--- src/rtl/fetch_pkg.sv ---
// fetch_pkg: shared types and default parameters for the instruction-fetch
// sequencer (fetch_ctrl and its interface).
package fetch_pkg;

   // Sequencer states; the encoding is fixed here so every user agrees on it.
   typedef enum logic [1:0] {
      IDLE = 2'd0,
      RUN  = 2'd1,
      HALT = 2'd2
   } fetch_state_t;

   localparam int unsigned FETCH_PC_W       = 32'd12;
   localparam int unsigned FETCH_OFF_W      = 32'd8;
   localparam int unsigned FETCH_START_ADDR = 32'd0;

endpackage : fetch_pkg

--- src/rtl/fetch_ctrl_if.sv ---
// fetch_ctrl_if: harness/decoder <-> fetch sequencer signal bundle.
// master = harness + decoder side, slave = fetch_ctrl.
interface fetch_ctrl_if
   import fetch_pkg::*;
#(
   parameter int unsigned PC_W  = FETCH_PC_W,
   parameter int unsigned OFF_W = FETCH_OFF_W
);
   logic              Start;
   logic              Stall;
   logic              BranchEn;
   logic              BranchAbs;
   logic [PC_W-1:0]   BranchTarget;
   logic [OFF_W-1:0]  BranchOff;
   logic              Halt;
   logic [PC_W-1:0]   InstAddress;
   logic              FetchValid;
   logic              Done;
   logic              Overrun;

   modport master (
      output Start, Stall, BranchEn, BranchAbs, BranchTarget, BranchOff, Halt,
      input  InstAddress, FetchValid, Done, Overrun
   );

   modport slave (
      input  Start, Stall, BranchEn, BranchAbs, BranchTarget, BranchOff, Halt,
      output InstAddress, FetchValid, Done, Overrun
   );
endinterface : fetch_ctrl_if

--- src/rtl/fetch_cycle_ctr.sv ---
// fetch_cycle_ctr: 16-bit saturating counter of clock edges spent in RUN.
// Only instantiated when FETCH_CYCLE_CNT_EN is defined.
module fetch_cycle_ctr (
   input  logic        clk,
   input  logic        rst_n,
   input  logic        clr_i,
   input  logic        en_i,
   output logic [15:0] count_o
);
   logic [15:0] count_q;
   logic [15:0] count_d;

   // Next count: clear wins, otherwise increment until saturated at 0xFFFF.
   always_comb begin
      count_d = count_q;
      if (clr_i) begin
         count_d = 16'd0;
      end else if (en_i && (count_q != 16'hFFFF)) begin
         count_d = count_q + 16'd1;
      end else begin
         count_d = count_q;
      end
   end

   // Counter register with asynchronous clear.
   always_ff @(posedge clk or negedge rst_n) begin
      if (!rst_n) begin
         count_q <= 16'd0;
      end else begin
         count_q <= count_d;
      end
   end

   assign count_o = count_q;
endmodule : fetch_cycle_ctr

--- src/rtl/fetch_ctrl.sv ---
// fetch_ctrl: program-counter sequencer for the combinational instruction ROM.
// Runs from Start to a Halt instruction, honouring stall, absolute/relative
// branches and PC wrap (sticky Overrun).
// Optional feature macro: FETCH_CYCLE_CNT_EN adds a 16-bit CycleCount output.
module fetch_ctrl
   import fetch_pkg::*;
#(
   parameter int unsigned PC_W       = FETCH_PC_W,
   parameter int unsigned OFF_W      = FETCH_OFF_W,
   parameter int unsigned START_ADDR = FETCH_START_ADDR
) (
   input  logic        Clk,
   input  logic        Reset,
   fetch_ctrl_if.slave bus
`ifdef FETCH_CYCLE_CNT_EN
   ,
   output logic [15:0] CycleCount
`endif
);
   localparam logic [PC_W-1:0] START_PC = PC_W'(START_ADDR);
   localparam logic [PC_W-1:0] PC_MAX   = {PC_W{1'b1}};

   fetch_state_t      state_q, state_d;
   logic [PC_W-1:0]   pc_q, pc_d;
   logic              overrun_q, overrun_d;
   logic [PC_W-1:0]   off_ext_s;
   logic              fetch_valid_s;
   logic              done_s;

   // Relative offsets are two's complement; widen to PC width before adding.
   assign off_ext_s = {{(PC_W-OFF_W){bus.BranchOff[OFF_W-1]}}, bus.BranchOff};

   // State, PC and Overrun registers; reset is asynchronous, release is clocked.
   always_ff @(posedge Clk or negedge Reset) begin
      if (!Reset) begin
         state_q   <= IDLE;
         pc_q      <= START_PC;
         overrun_q <= 1'b0;
      end else begin
         state_q   <= state_d;
         pc_q      <= pc_d;
         overrun_q <= overrun_d;
      end
   end

   // Next state and next PC: stall > halt > absolute > relative > increment.
   always_comb begin
      state_d   = state_q;
      pc_d      = pc_q;
      overrun_d = overrun_q;
      case (state_q)
         IDLE, HALT: begin
            if (bus.Start) begin
               state_d   = RUN;
               pc_d      = START_PC;
               overrun_d = 1'b0;
            end else begin
               state_d   = state_q;
            end
         end
         RUN: begin
            if (bus.Stall) begin
               pc_d = pc_q;
            end else if (bus.Halt) begin
               state_d = HALT;
            end else if (bus.BranchEn && bus.BranchAbs) begin
               pc_d = bus.BranchTarget;
            end else if (bus.BranchEn) begin
               // A relative branch across zero is intentional and not an overrun.
               pc_d = pc_q + off_ext_s;
            end else begin
               pc_d = pc_q + PC_W'(1'b1);
               if (pc_q == PC_MAX) begin
                  overrun_d = 1'b1;
               end else begin
                  overrun_d = overrun_q;
               end
            end
         end
         default: begin
            state_d = IDLE;
            pc_d    = START_PC;
         end
      endcase
   end

   // Status outputs decode the registered state only, never the inputs.
   always_comb begin
      fetch_valid_s = 1'b0;
      done_s        = 1'b0;
      case (state_q)
         RUN:     fetch_valid_s = 1'b1;
         HALT:    done_s        = 1'b1;
         default: begin
            fetch_valid_s = 1'b0;
            done_s        = 1'b0;
         end
      endcase
   end

   assign bus.InstAddress = pc_q;
   assign bus.FetchValid  = fetch_valid_s;
   assign bus.Done        = done_s;
   assign bus.Overrun     = overrun_q;

`ifdef FETCH_CYCLE_CNT_EN
   logic start_accept_s;
   logic in_run_s;

   assign start_accept_s = bus.Start && ((state_q == IDLE) || (state_q == HALT));
   assign in_run_s       = (state_q == RUN);

   fetch_cycle_ctr u_cycle_ctr (
      .clk     (Clk),
      .rst_n   (Reset),
      .clr_i   (start_accept_s),
      .en_i    (in_run_s),
      .count_o (CycleCount)
   );
`endif
endmodule : fetch_ctrl
--- src/flat_wrapper.sv ---
// flat-port wrapper written by rule: the top's interface ports become plain ports
module fetch_ctrl_flat import fetch_pkg::*;
#(
   parameter int unsigned PC_W       = FETCH_PC_W,
   parameter int unsigned OFF_W      = FETCH_OFF_W,
   parameter int unsigned START_ADDR = FETCH_START_ADDR
)
  (Clk, Reset, bus_Start, bus_Stall, bus_BranchEn, bus_BranchAbs, bus_BranchTarget, bus_BranchOff, bus_Halt, bus_InstAddress, bus_FetchValid, bus_Done, bus_Overrun);
  fetch_ctrl_if #(.PC_W(PC_W), .OFF_W(OFF_W)) bus_i ();
  input  logic Clk;
  input  logic Reset;
  input wire logic [$bits(bus_i.Start)-1:0] bus_Start;
  input wire logic [$bits(bus_i.Stall)-1:0] bus_Stall;
  input wire logic [$bits(bus_i.BranchEn)-1:0] bus_BranchEn;
  input wire logic [$bits(bus_i.BranchAbs)-1:0] bus_BranchAbs;
  input wire logic [$bits(bus_i.BranchTarget)-1:0] bus_BranchTarget;
  input wire logic [$bits(bus_i.BranchOff)-1:0] bus_BranchOff;
  input wire logic [$bits(bus_i.Halt)-1:0] bus_Halt;
  output wire logic [$bits(bus_i.InstAddress)-1:0] bus_InstAddress;
  output wire logic [$bits(bus_i.FetchValid)-1:0] bus_FetchValid;
  output wire logic [$bits(bus_i.Done)-1:0] bus_Done;
  output wire logic [$bits(bus_i.Overrun)-1:0] bus_Overrun;
  assign bus_i.Start = bus_Start;
  assign bus_i.Stall = bus_Stall;
  assign bus_i.BranchEn = bus_BranchEn;
  assign bus_i.BranchAbs = bus_BranchAbs;
  assign bus_i.BranchTarget = bus_BranchTarget;
  assign bus_i.BranchOff = bus_BranchOff;
  assign bus_i.Halt = bus_Halt;
  assign bus_InstAddress = bus_i.InstAddress;
  assign bus_FetchValid = bus_i.FetchValid;
  assign bus_Done = bus_i.Done;
  assign bus_Overrun = bus_i.Overrun;
  fetch_ctrl #(.PC_W(PC_W), .OFF_W(OFF_W), .START_ADDR(START_ADDR)) u_core (.Clk(Clk), .Reset(Reset), .bus(bus_i));
endmodule
--- config.mk ---
export PLATFORM = sky130hd
export DESIGN_NAME = fetch_ctrl_flat
export DESIGN_NICKNAME = d
export VERILOG_FILES = /design/src/rtl/fetch_pkg.sv /design/src/rtl/fetch_ctrl_if.sv /design/src/rtl/fetch_cycle_ctr.sv /design/src/rtl/fetch_ctrl.sv /design/src/flat_wrapper.sv
export SDC_FILE = /design/constraint.sdc
export NUM_CORES = 1
export LEC_CHECK = 0
export ABC_AREA = 0
export CORE_MARGIN = 2
export CORE_UTILIZATION = 46
export DETAILED_ROUTE_END_ITERATION = 10
export GPL_TIMING_DRIVEN = 0
export MAX_ROUTING_LAYER = met4
export PLACE_DENSITY = 0.87
export SETUP_SLACK_MARGIN = 0.1
export SYNTH_ARGS = -nofsm -noshare
export SYNTH_HDL_FRONTEND = slang
export SYNTH_HIERARCHICAL = 1
export SYNTH_SLANG_ARGS = --single-unit
--- constraint.sdc ---
create_clock -name Clk -period 2.27 [get_ports Clk]
set_input_delay 0.454 -clock Clk [delete_from_list [all_inputs] [get_ports Clk]]
set_output_delay 0.454 -clock Clk [all_outputs]
set_load 0.01 [all_outputs]
==> results.md, run 1 <==
| Quantity | Value | Unit |
| --- | --- | --- |
| Tightest slew margin relative to the limit | 49.9 | % |
| Final number of setup-violating endpoints | 0 | - |
| Source-to-sink clock delay at the later pin of the worst-skew pair | 300 | ps |
| Remaining antenna violation count | 0 | - |
| TritonCTS sink count | 15 | - |
| Commonest register cell after synthesis | sky130_fd_sc_hd__dfrtp_1 | - |
| RSZ-0062 raised after global routing | false | - |
| Wirelength, routed | 4.79 | mm |
| First-pass detailed-route iteration total | 4 | - |
| First-pass GRT wire length | 7.52 | mm |
| Synth-to-Final Area Change | 64.0 | % |
| Top-Level Pins | 42 | - |
| Ys async rst share | 100 | % |
| Worst setup timing slack at the placement stage | -727 | ps |
| Achievable frequency | 481 | MHz |
| Number of inserted diodes | 0 | - |
| Combinational power share | 63.1 | % |
| Number of enable-type register cells in the synthesized netlist | 0 | - |
| Count of port buffers added during placement | 41 | - |
| Sort of element at the end of the critical path | flop | - |
| Fin. max-slew vios | 0 | - |
| Total of max-cap violations | 0 | - |
| Buffer type at the clock tree root | sky130_fd_sc_hd__clkbuf_4 | - |
| Area taken by flip-flops and latches | 375 | um2 |
| Status | completed | - |
| Crit path launch type | input port | - |
| Met2 GRT Util | 49.8 | % |
| Tmin final | 2080 | ps |
| Fraction of the yosys area taken by sequential cells | 28.8 | % |
| Count of routing violations after the opening detailed-route iteration | 59 | - |
| Die X | 57.3 | um |
| Relative contribution of the clock network to total power | 9.7 | % |
| TritonCTS clock tree | yes | - |
| Post-synthesis register bit count | 15 | - |
| Total overflow reported by the global router | 0 | - |
| Largest net degree at the start of global routing | 16 | - |
| Synthesized instance count | 150 | - |
| DP Wirelength | 2.93 | mm |
| Cell Int Power | 0.993 | mW |
| Number of H-tree levels | 1 | - |
| Area of the multi-input gates | 1100 | um2 |
| Starting Density | 47.7 | % |
| Worst setup path class | input port to flop | - |
| Largest clock skew in the final design | 4.29 | ps |
| Net count of the finished layout | 245 | - |
| Crit path DAT | 2320 | ps |
| Transition time at the pin with the least slew margin | 749 | ps |
| Met3 usage in global routing | 4.08 | % |
| Max FO, Critical Path | 6 | - |
| Yosys cell types | 44 | - |
| Clock transition at the registers of the reported paths | 100 | ps |
| Post-Synthesis Cell Area | 1310 | um2 |
| Post-Synthesis Mean Instance Area | 8.70 | um2 |
| Most used routing layer in global routing | met2 | - |
| Total CTS buffers | 3 | - |
| Worst min path class | flop to flop | - |
| Required time of the critical path | 2510 | ps |
| Routing usage on met1 | 37.8 | % |
| Static power due to leakage | 0.894 | nW |
| Peak ir drop on the vdd network | 0.687 | mV |
| Vias in the first global route | 1604 | - |
| Total count of hold-check failures in the final report | 0 | - |
| Core area | 2730 | um2 |
| P per Cell Area | 818 | nW/um2 |
| Smallest setup slack after layout | 193 | ps |
| Residual DRC count | 0 | - |
| Layout cell share with drive strength beyond 1 | 28.2 | % |
| Final GP Congestion | 0.922 | - |
| Die area | 3280 | um2 |
| Total of fill cells in the finished design | 166 | - |
| Sum of internal, switching and leakage power | 1.75 | mW |
| Y dimension of the die | 57.3 | um |
| Net switching power figure | 0.758 | mW |
| Number of rows created at floorplan | 19 | - |
| Number of nets in the synthesized netlist | 185 | - |
| Yosys warns | 6 | - |
| Number of hold buffers added after CTS | 0 | - |
| Relative contribution of sequential cells to total power | 27.2 | % |
| Total number of vias | 1499 | - |
| Worst hold-check slack | 534 | ps |
| Switch share | 43.3 | % |
| Routed wire length per instance | 20.0 | um |
| Total global-route track usage | 31.2 | % |
| Worst-case clock buffer depth | 2 | - |
| Via-per-instance ratio | 6.25 | - |
| Initial antenna violation count | 0 | - |
| Part of the cycle the worst path needs | 91.5 | % |
power groups by stage:
stage	logic [mW]	clock network (mW)	registers, mW
after global routing	1.18	0.183	0.490
after detailed placement	0.857	0	0.456
after global placement	0.826	0	0.451
after CTS	0.971	0.165	0.469
final	1.10	0.170	0.476
after floorplan	0.499	0	0.465
synthesized netlist by cell type, types with 2 or more instances:
| library cell | instances | share of area (%) |
|---|---|---|
| sky130_fd_sc_hd__and2_1 | 7 | 3.4 |
| sky130_fd_sc_hd__dfrtp_1 | 15 | 29 |
| sky130_fd_sc_hd__a22o_1 | 6 | 4.0 |
| sky130_fd_sc_hd__xnor2_1 | 11 | 7.4 |
| sky130_fd_sc_hd__nor3_1 | 2 | 0.77 |
| sky130_fd_sc_hd__nand4_1 | 5 | 2.4 |
| sky130_fd_sc_hd__a32oi_1 | 2 | 1.3 |
| sky130_fd_sc_hd__nand2_1 | 15 | 4.3 |
| sky130_fd_sc_hd__buf_2 | 4 | 1.5 |
| sky130_fd_sc_hd__ha_1 | 7 | 6.7 |
| sky130_fd_sc_hd__nor3_2 | 2 | 1.5 |
| sky130_fd_sc_hd__nor2b_1 | 2 | 0.96 |
| sky130_fd_sc_hd__nand3_1 | 5 | 1.9 |
| sky130_fd_sc_hd__a21oi_1 | 8 | 3.1 |
| sky130_fd_sc_hd__inv_1 | 5 | 1.4 |
| sky130_fd_sc_hd__mux2i_1 | 2 | 1.5 |
| sky130_fd_sc_hd__o22ai_1 | 3 | 1.4 |
| sky130_fd_sc_hd__o21ai_0 | 9 | 3.5 |
| sky130_fd_sc_hd__or3_1 | 2 | 0.96 |
| sky130_fd_sc_hd__nor2_1 | 6 | 1.7 |
| sky130_fd_sc_hd__a31oi_1 | 2 | 0.96 |
| sky130_fd_sc_hd__clkbuf_1 | 2 | 0.58 |
| sky130_fd_sc_hd__a22oi_1 | 4 | 2.3 |
| sky130_fd_sc_hd__nand2b_1 | 3 | 1.4 |
| sky130_fd_sc_hd__xor2_1 | 2 | 1.3 |
repair_timing:
item,in CTS,in global routing
setup endpoints to repair,10,4
buffers inserted,9,5
pin swaps,12,17
resized for setup,30,26
cell type report:
cell class                 count  area share (%)
clock inverter                 1           0.234
multi-input combinational    124            51.6
inverter                       5           0.877
timing repair buffer          55            25.1
sequential                    15            17.5
buffer                         6            1.75
clock buffer                   3            1.05
tap                           31            1.81
sequential cells by signal (all words and copies together), names as in the netlist:
register / flops
u_core/bus.Overrun: 1
u_core/state_q: 2
u_core/bus.InstAddress: 12
placed cells by master (no fill, tap or decap), types with 3 or more instances in the layout:
cell | synthesis | routed
sky130_fd_sc_hd__nand2_1 | 15 | 13
sky130_fd_sc_hd__buf_2 | 4 | 3
sky130_fd_sc_hd__buf_4 | 0 | 12
sky130_fd_sc_hd__nor2_1 | 6 | 5
sky130_fd_sc_hd__clkbuf_4 | 0 | 3
sky130_fd_sc_hd__nand3_1 | 5 | 4
sky130_fd_sc_hd__nand4_1 | 5 | 5
sky130_fd_sc_hd__ha_4 | 0 | 7
sky130_fd_sc_hd__a22o_1 | 6 | 6
sky130_fd_sc_hd__dfrtp_1 | 15 | 15
sky130_fd_sc_hd__buf_6 | 0 | 3
sky130_fd_sc_hd__o22ai_1 | 3 | 3
sky130_fd_sc_hd__a22oi_1 | 4 | 4
sky130_fd_sc_hd__inv_1 | 5 | 4
sky130_fd_sc_hd__clkdlybuf4s50_1 | 0 | 33
sky130_fd_sc_hd__a21oi_1 | 8 | 5
sky130_fd_sc_hd__xnor2_1 | 11 | 10
sky130_fd_sc_hd__dlymetal6s2s_1 | 0 | 6
sky130_fd_sc_hd__and2_4 | 0 | 5
sky130_fd_sc_hd__o21ai_0 | 9 | 8
cell families after synthesis:
logic type | count (synthesis) | synth area share, %
compound gates | 42 | 22.1
mux | 3 | 2.40
buf+inv | 11 | 3.55
fa+ha+maj | 9 | 9.11
xor+xnor | 13 | 8.72
flops | 15 | 28.8
simple gates | 57 | 25.3
final timing paths:
check | startpoint | endpoint | slack [ps] | cells after the start
worst max-delay path | bus_BranchEn | u_core/bus.InstAddress[7] | 190 | 12
worst min-delay path | u_core/bus.Overrun | u_core/bus.Overrun | 530 | 1
worst max register to register | u_core/bus.InstAddress[0] | u_core/bus.InstAddress[6] | 220 | 9
worst min register to register | u_core/bus.Overrun | u_core/bus.Overrun | 530 | 1
max in group asynchronous | Reset | u_core/bus.InstAddress[11] | 1220 | 1
min in group asynchronous | Reset | u_core/bus.InstAddress[5] | 580 | 1
stage by stage:
step           instance area [um2]  utilization (%)  setup TNS [ps]  instances
2_1_floorplan                 1320                -               0        150
5_1_grt                       2140             78.3               0        240
3_5_place_dp                  1770             64.8           -4790        222
3_3_place_gp                  1770             64.8           -3720        222
4_1_cts                       2010             73.5               0        235
6_report                      2140             78.3               0        240
worst max-delay path, cell delays in order:
cell,delay [ps]
sky130_fd_sc_hd__buf_6,100
sky130_fd_sc_hd__buf_8,130
sky130_fd_sc_hd__buf_6,130
sky130_fd_sc_hd__and2_4,160
sky130_fd_sc_hd__ha_4,280
sky130_fd_sc_hd__nand4_1,90
sky130_fd_sc_hd__a21oi_2,180
sky130_fd_sc_hd__nor3_4,80
sky130_fd_sc_hd__buf_6,130
sky130_fd_sc_hd__xnor2_4,110
sky130_fd_sc_hd__or3_4,400
sky130_fd_sc_hd__nand4_1,70
metal layers:
layer  wire length [um]  vias to the layer above
li1                   -                      670
met2               2410                       74
met3                312                       13
met5                  0                        -
met4                142                        0
met1               1930                      742
Note: power is estimated with default switching activity, not from simulation.
==> run 2, diff against run 1 <==
--- a/config.mk
+++ b/config.mk
@@ -7,11 +7,12 @@
 export LEC_CHECK = 0
 export ABC_AREA = 0
 export CORE_MARGIN = 2
-export CORE_UTILIZATION = 46
+export CORE_UTILIZATION = 48
+export CTS_BUF_LIST = sky130_fd_sc_hd__clkbuf_8
 export DETAILED_ROUTE_END_ITERATION = 10
 export GPL_TIMING_DRIVEN = 0
 export MAX_ROUTING_LAYER = met4
-export PLACE_DENSITY = 0.87
+export PLACE_DENSITY = 0.79
 export SETUP_SLACK_MARGIN = 0.1
 export SYNTH_ARGS = -nofsm -noshare
 export SYNTH_HDL_FRONTEND = slang
==> results.md, run 2 (synthesis gave the netlist of run 1 again) <==
| Quantity | Value | Unit | Change |
| --- | --- | --- | --- |
| Buffer type at the clock tree root | sky130_fd_sc_hd__clkbuf_8 | - |  |
| Commonest cells after routing, fill and taps aside | 34 x sky130_fd_sc_hd__clkdlybuf4s50_1, 15 x sky130_fd_sc_hd__dfrtp_1, 13 x sky130_fd_sc_hd__nand2_1 | - |  |
| Top-Level Pins | 42 | - | unchanged |
| Clock transition at the registers of the reported paths | 70 | ps | -30 ps |
| Residual DRC count | 0 | - | unchanged |
| RSZ-0062 raised after global routing | true | - |  |
| Final number of setup-violating endpoints | 0 | - | unchanged |
| Final GP Congestion | 0.868 | - | -5.9% |
| Total overflow reported by the global router | 0 | - | unchanged |
| First-pass GRT wire length | 6.88 | mm | -8.5% |
| Starting Density | 51.7 | % | +4.0 points |
| Number of rows created at floorplan | 18 | - | -1 |
| Tightest slew margin relative to the limit | 51.4 | % | +1.4 points |
| Worst min path class | flop to flop | - |  |
| Total count of hold-check failures in the final report | 0 | - | unchanged |
| Total number of vias | 1513 | - | +0.93% |
| Crit path launch type | input port | - |  |
| Fin. max-slew vios | 0 | - | unchanged |
| Max FO, Critical Path | 2 | - | -4 |
| Initial antenna violation count | 0 | - | unchanged |
| TritonCTS clock tree | yes | - |  |
| Remaining antenna violation count | 0 | - | unchanged |
| Status | completed | - |  |
| Y dimension of the die | 56.1 | um | -2.0% |
| Total CTS buffers | 3 | - | unchanged |
| Setup_tns | 0 | ps | unchanged |
| Transition time at the pin with the least slew margin | 727 | ps | -21.3 ps |
| Tmin final | 2180 | ps | +104 ps |
| Worst-case clock buffer depth | 2 | - | unchanged |
| P per Cell Area | 838 | nW/um2 | +2.5% |
| Count of port buffers added during placement | 41 | - | unchanged |
| Routed wire length per instance | 20.0 | um | +0.38% |
| Peak ir drop on the vdd network | 0.821 | mV | +19% |
| Vias in the first global route | 1416 | - | -12% |
| Largest clock skew in the final design | 3.59 | ps | -0.702 ps |
| Layout cell share with drive strength beyond 1 | 28.5 | % | +0.27 points |
| TritonCTS sink count | 15 | - | unchanged |
| Largest register FFs | 12 | - | unchanged |
| Count of routing violations after the opening detailed-route iteration | 110 | - | +86% |
| Core area | 2520 | um2 | -7.7% |
| Static power due to leakage | 0.864 | nW | -3.4% |
| Leading cell type in the layout, fill and taps excluded | sky130_fd_sc_hd__clkdlybuf4s50_1 | - |  |
| Worst setup path class | input port to flop | - |  |
| Total of max-cap violations | 0 | - | unchanged |
| Part of the cycle the worst path needs | 96.1 | % | +4.6 points |
| Required time of the critical path | 2460 | ps | -50 ps |
| Source-to-sink clock delay at the later pin of the worst-skew pair | 250 | ps | -50 ps |
| DP Wirelength | 2.77 | mm | -5.4% |
| Number of inserted diodes | 0 | - | unchanged |
| Achievable frequency | 459 | MHz | -4.8% |
| Wirelength, routed | 4.75 | mm | -0.88% |
| Via-per-instance ratio | 6.38 | - | +2.2% |
| Total of fill cells in the finished design | 147 | - | -11% |
| Die X | 56.1 | um | -2.0% |
| Number of hold buffers added after CTS | 0 | - | unchanged |
| Count of placed standard cells in the final layout, fillers left out | 237 | - | -1.3% |
| First-pass detailed-route iteration total | 4 | - | unchanged |
| Number of H-tree levels | 1 | - | unchanged |
| Synth-to-Final Area Change | 61.4 | % |  |
| Die area | 3150 | um2 | -3.9% |
| Largest net degree at the start of global routing | 16 | - | unchanged |
| Placed Cells | 221 | - | -0.45% |
| Sort of element at the end of the critical path | flop | - |  |
| Total global-route track usage | 29.5 | % | -1.8 points |
| Net count of the finished layout | 243 | - | -0.82% |
| Crit path DAT | 2370 | ps | +50 ps |
[run 2: worst paths after layout]
path / start / to / slack (ps) / cells after the start
min in group asynchronous: Reset / u_core/bus.InstAddress[7] / 630 / 1
max reg2reg: u_core/bus.InstAddress[0] / u_core/bus.InstAddress[10] / 270 / 9
max in group asynchronous: Reset / u_core/bus.InstAddress[1] / 1180 / 1
max: bus_BranchOff[1] / u_core/bus.InstAddress[7] / 90 / 11
min: u_core/bus.Overrun / u_core/bus.Overrun / 530 / 1
min reg2reg: u_core/bus.Overrun / u_core/bus.Overrun / 530 / 1
[run 2: cell type report]
cell class	count	area (um2)	area share, %
Multi-Input combinational cell	124	1090	51.6
Buffer	6	35.0	1.66
Inverter	5	18.8	0.891
Sequential cell	15	375	17.8
Clock buffer	3	41.3	1.96
Clock inverter	1	3.75	0.178
Timing Repair Buffer	53	507	24.1
Tap cell	30	37.5	1.78
[run 2: metal layers]
| layer | GRT usage [%] | vias up | wire length [um] |
|---|---|---|---|
| li1 | - | 666 | - |
| met1 | 36.3 | 707 | 1810 |
| met2 | 47.9 | 122 | 2310 |
| met3 | 3.26 | 18 | 470 |
| met4 | 14.3 | 0 | 157 |
| met5 | - | - | 0 |
[run 2: critical path: stages]
cell                              delay [ps]
sky130_fd_sc_hd__clkdlybuf4s50_1         410
sky130_fd_sc_hd__nand2_2                 100
sky130_fd_sc_hd__inv_2                    50
sky130_fd_sc_hd__ha_4                    270
sky130_fd_sc_hd__nand3_2                  80
sky130_fd_sc_hd__a21oi_2                 200
sky130_fd_sc_hd__nor3_4                   70
sky130_fd_sc_hd__buf_6                   120
sky130_fd_sc_hd__xnor2_2                 130
sky130_fd_sc_hd__or3_1                   390
sky130_fd_sc_hd__nand4_1                  90
[run 2: per-stage QoR]
| stage | worst slack, ps | util, % | total power, mW | cell area (um2) | hold WS [ps] |
|---|---|---|---|---|---|
| after floorplan | 48.3 | - | 0.964 | 1320 | 158 |
| after global placement | -628 | 70.1 | 1.28 | 1770 | 504 |
| after detailed placement | -684 | 70.1 | 1.30 | 1770 | 497 |
| after CTS | 98.5 | 79.5 | 1.64 | 2010 | 523 |
| after global routing | 52.5 | 83.5 | 1.85 | 2110 | 555 |
| final | 89.2 | 83.5 | 1.76 | 2110 | 526 |
[run 2: report_power, final]
group,internal [mW],leakage [nW],switching (mW)
Sequential,0.350,0.201,0.118
Clock,0.120,0.0269,0.104
Combinational,0.553,0.636,0.519
[run 2: repair_timing]
action                     4_1_cts  5_1_grt
buffers inserted                 7        4
resized for setup               34       19
setup endpoints to repair        8        5
pin swaps                       18       19
gates cloned                     1        0
==> run 3, diff against run 2 <==
--- a/config.mk
+++ b/config.mk
@@ -7,12 +7,13 @@
 export LEC_CHECK = 0
 export ABC_AREA = 0
 export CORE_MARGIN = 2
-export CORE_UTILIZATION = 48
+export CORE_UTILIZATION = 65
 export CTS_BUF_LIST = sky130_fd_sc_hd__clkbuf_8
 export DETAILED_ROUTE_END_ITERATION = 10
+export DONT_BUFFER_PORTS = 1
 export GPL_TIMING_DRIVEN = 0
 export MAX_ROUTING_LAYER = met4
-export PLACE_DENSITY = 0.79
+export PLACE_DENSITY = 0.77
 export SETUP_SLACK_MARGIN = 0.1
 export SYNTH_ARGS = -nofsm -noshare
 export SYNTH_HDL_FRONTEND = slang
==> results.md, run 3 (synthesis gave the netlist of run 1 again) <==
| Quantity | Value | Unit | Change |
| --- | --- | --- | --- |
| Status | completed | - |  |
| Largest clock skew in the final design | 1.52 | ps | -2.07 ps |
| Net count of the finished layout | 193 | - | -21% |
| Source-to-sink clock delay at the later pin of the worst-skew pair | 240 | ps | about the same |
| Worst-case clock buffer depth | 2 | - | unchanged |
| P per Cell Area | 922 | nW/um2 | +10% |
| Die area | 2380 | um2 | -24% |
| DP Wirelength | 2.34 | mm | -15% |
| Total number of vias | 1197 | - | -21% |
| Switch share | 44.0 | % | +2.0 points |
| Peak ir drop on the vdd network | 0.802 | mV | -2.3% |
| Via-per-instance ratio | 6.51 | - | +1.9% |
| First-pass detailed-route iteration total | 4 | - | unchanged |
| Required time of the critical path | 2390 | ps | -70 ps |
| Top-Level Pins | 42 | - | unchanged |
| Y dimension of the die | 48.8 | um | -13% |
| Leading cell type in the layout, fill and taps excluded | sky130_fd_sc_hd__nand2_1 | - |  |
| Combinational power share | 48.4 | % | -12 points |
| Cell Int Power | 0.767 | mW | -25% |
| RSZ-0062 raised after global routing | true | - |  |
| Total of fill cells in the finished design | 150 | - | +2.0% |
| Synth-to-Final Area Change | 13.8 | % |  |
| Worst setup slack for register-to-register paths | 160 | ps | -110 ps |
| R2R depth | 9 | - | unchanged |
| Count of routing violations after the opening detailed-route iteration | 37 | - | -66% |
| Worst setup path class | input port to flop | - |  |
| Crit path DAT | 2240 | ps | -130 ps |
| Final number of setup-violating endpoints | 0 | - | unchanged |
| Cell depth of the worst hold path | 2 | - | +1 |
| HP Start | bus_BranchTarget[7] | - |  |
| Total global-route track usage | 28.4 | % | -1.0 points |
| Worst min path class | input port to flop | - |  |
| Layout cell share with drive strength beyond 1 | 17.8 | % | -11 points |
| Crit path cell chain | clkbuf_4 -> nand2b_4 -> ha_4 -> inv_1 -> fa_2 -> nor2b_2 -> nor3_1 -> o21ai_1 -> a31oi_2 -> xnor2_1 -> o21ai_0 | - |  |
| Net switching power figure | 0.603 | mW | -19% |
| Vias in the first global route | 1153 | - | -19% |
| Transition time at the pin with the least slew margin | 679 | ps | -48.1 ps |
| Starting Density | 67.9 | % | +16 points |
| Buffer type at the clock tree root | sky130_fd_sc_hd__clkbuf_8 | - |  |
| Largest net degree at the start of global routing | 16 | - | unchanged |
| Remaining antenna violation count | 0 | - | unchanged |
| Setup_tns | 0 | ps | unchanged |
| Clock transition at the registers of the reported paths | 60 | ps | about the same |
| Crit Reg-Reg Endpoint | u_core/bus.InstAddress[8] | - |  |
| Residual DRC count | 0 | - | unchanged |
| Relative contribution of the clock network to total power | 15.1 | % | +2.4 points |
| Total CTS buffers | 3 | - | unchanged |
| Commonest cells after routing, fill and taps aside | 15 x sky130_fd_sc_hd__nand2_1, 14 x sky130_fd_sc_hd__dfrtp_1, 11 x sky130_fd_sc_hd__xnor2_1 | - |  |
| Total count of hold-check failures in the final report | 0 | - | unchanged |
| Static power due to leakage | 0.602 | nW | -30% |
| Relative contribution of sequential cells to total power | 36.5 | % | +10 points |
| Tightest slew margin relative to the limit | 54.6 | % | +3.2 points |
| Max FO, Critical Path | 10 | - | +8 |
| Wirelength, routed | 3.24 | mm | -32% |
| Crit-path slowest cell | sky130_fd_sc_hd__fa_2 | - |  |
| First-pass GRT wire length | 5.16 | mm | -25% |
| TritonCTS sink count | 15 | - | unchanged |
| Endpoint with the worst hold slack | u_core/bus.InstAddress[7] | - |  |
| Count of placed standard cells in the final layout, fillers left out | 184 | - | -22% |
| Crit path launch type | input port | - |  |
| Initial antenna violation count | 0 | - | unchanged |
| Fin. max-slew vios | 0 | - | unchanged |
| Total overflow reported by the global router | 0 | - | unchanged |
| Core area | 1920 | um2 | -24% |
| Number of inserted diodes | 0 | - | unchanged |
| Tmin final | 2120 | ps | -58.1 ps |
| Crit-path max cell delay | 410 | ps | about the same |
| Count of port buffers added during placement | 0 | - | -100% |
| Crit Reg-Reg Startpoint | u_core/bus.InstAddress[0] | - |  |
| Number of rows created at floorplan | 16 | - | -2 |
| Routed wire length per instance | 17.6 | um | -12% |
| Part of the cycle the worst path needs | 93.5 | % | -2.6 points |
| Achievable frequency | 471 | MHz | +2.7% |
| Final GP Congestion | 0.850 | - | -2.1% |
| Sort of element at the end of the critical path | flop | - |  |
| Number of H-tree levels | 1 | - | unchanged |
| TritonCTS clock tree | yes | - |  |
| Largest register FFs | 12 | - | unchanged |
| Placed Cells | 177 | - | -20% |
| Die X | 48.8 | um | -13% |
| Total of max-cap violations | 0 | - | unchanged |
[run 3: changes by cell type in the layout (fill, tap and decap cells not counted), moves of 3 or more]
cell	before	now
sky130_fd_sc_hd__clkdlybuf4s50_1	34	0
sky130_fd_sc_hd__dlymetal6s2s_1	3	0
sky130_fd_sc_hd__buf_6	3	0
sky130_fd_sc_hd__and2_1	2	7
sky130_fd_sc_hd__buf_4	10	2
sky130_fd_sc_hd__ha_1	0	3
sky130_fd_sc_hd__dlygate4sd2_1	3	0
sky130_fd_sc_hd__ha_4	7	3
sky130_fd_sc_hd__and2_4	5	0
[run 3: layer usage]
layer | up-vias | track usage, % | routed length, um
met2 | 50 | 44.7 | 1580
li1 | 567 | - | -
met3 | 6 | 3.68 | 204
met5 | - | - | 0
met4 | 0 | 7.14 | 39
met1 | 574 | 39.3 | 1420
[run 3: how the worst max path moves through the flow]
stage | start | endpoint | slack (ps) | depth (start not counted)
after detailed placement | bus_BranchEn | u_core/bus.InstAddress[11] | -150 | 9
after CTS | u_core/bus.InstAddress[0] | u_core/bus.InstAddress[8] | 100 | 9
after floorplan | bus_BranchEn | u_core/bus.InstAddress[11] | 50 | 8
after global placement | bus_BranchEn | u_core/bus.InstAddress[11] | -130 | 9
final | bus_BranchEn | u_core/bus.InstAddress[8] | 150 | 11
after global routing | bus_BranchEn | u_core/bus.InstAddress[8] | 50 | 11
[run 3: cell type report]
class                      count  area (um2)  area share, %
multi-input combinational    124         956           64.4
sequential                    15         377           25.4
clock buffer                   3        41.3           2.78
tap                           27        33.8           2.27
buffer                         6        30.0           2.02
timing repair buffer           3        25.0           1.68
inverter                       5        18.8           1.26
clock inverter                 1        3.75          0.253
[run 3: power by group through the flow]
stage	Clock [mW]	Combinational (mW)	Sequential (mW)
6_report	0.207	0.663	0.500
5_1_grt	0.221	0.730	0.512
4_1_cts	0.214	0.614	0.493
3_5_place_dp	0	0.593	0.495
3_3_place_gp	0	0.579	0.491
2_1_floorplan	0	0.499	0.465
[run 3: what timing repair did]
item                                    CTS  global route
resized for setup                         1            11
hold endpoints to repair                 15             0
pin swaps                                 2             5
endpoints found under the setup margin    2             4
cloned                                    0             0
hold buffers                              1             0
buffers inserted                          1             1
[run 3: critical path, delay by kind of cell]
family	cells	cell delay [ps]
adders and majority gates	2	550
AOI/OAI and AO/OA	3	540
and+or+nand+nor	3	270
buffers and inverters	2	240
xor gates and xnor gates	1	180
[run 3: metrics by stage]
stage	setup slack (ps)	total power [mW]	area, um2	hold slack (ps)	util, %
floorplan	48.3	0.964	1320	158	-
global placement	-130	1.07	1360	159	70.5
detailed placement	-150	1.09	1360	159	70.5
CTS	102	1.32	1430	332	74.4
global route	45.6	1.46	1490	359	77.3
finish	147	1.37	1490	333	77.3
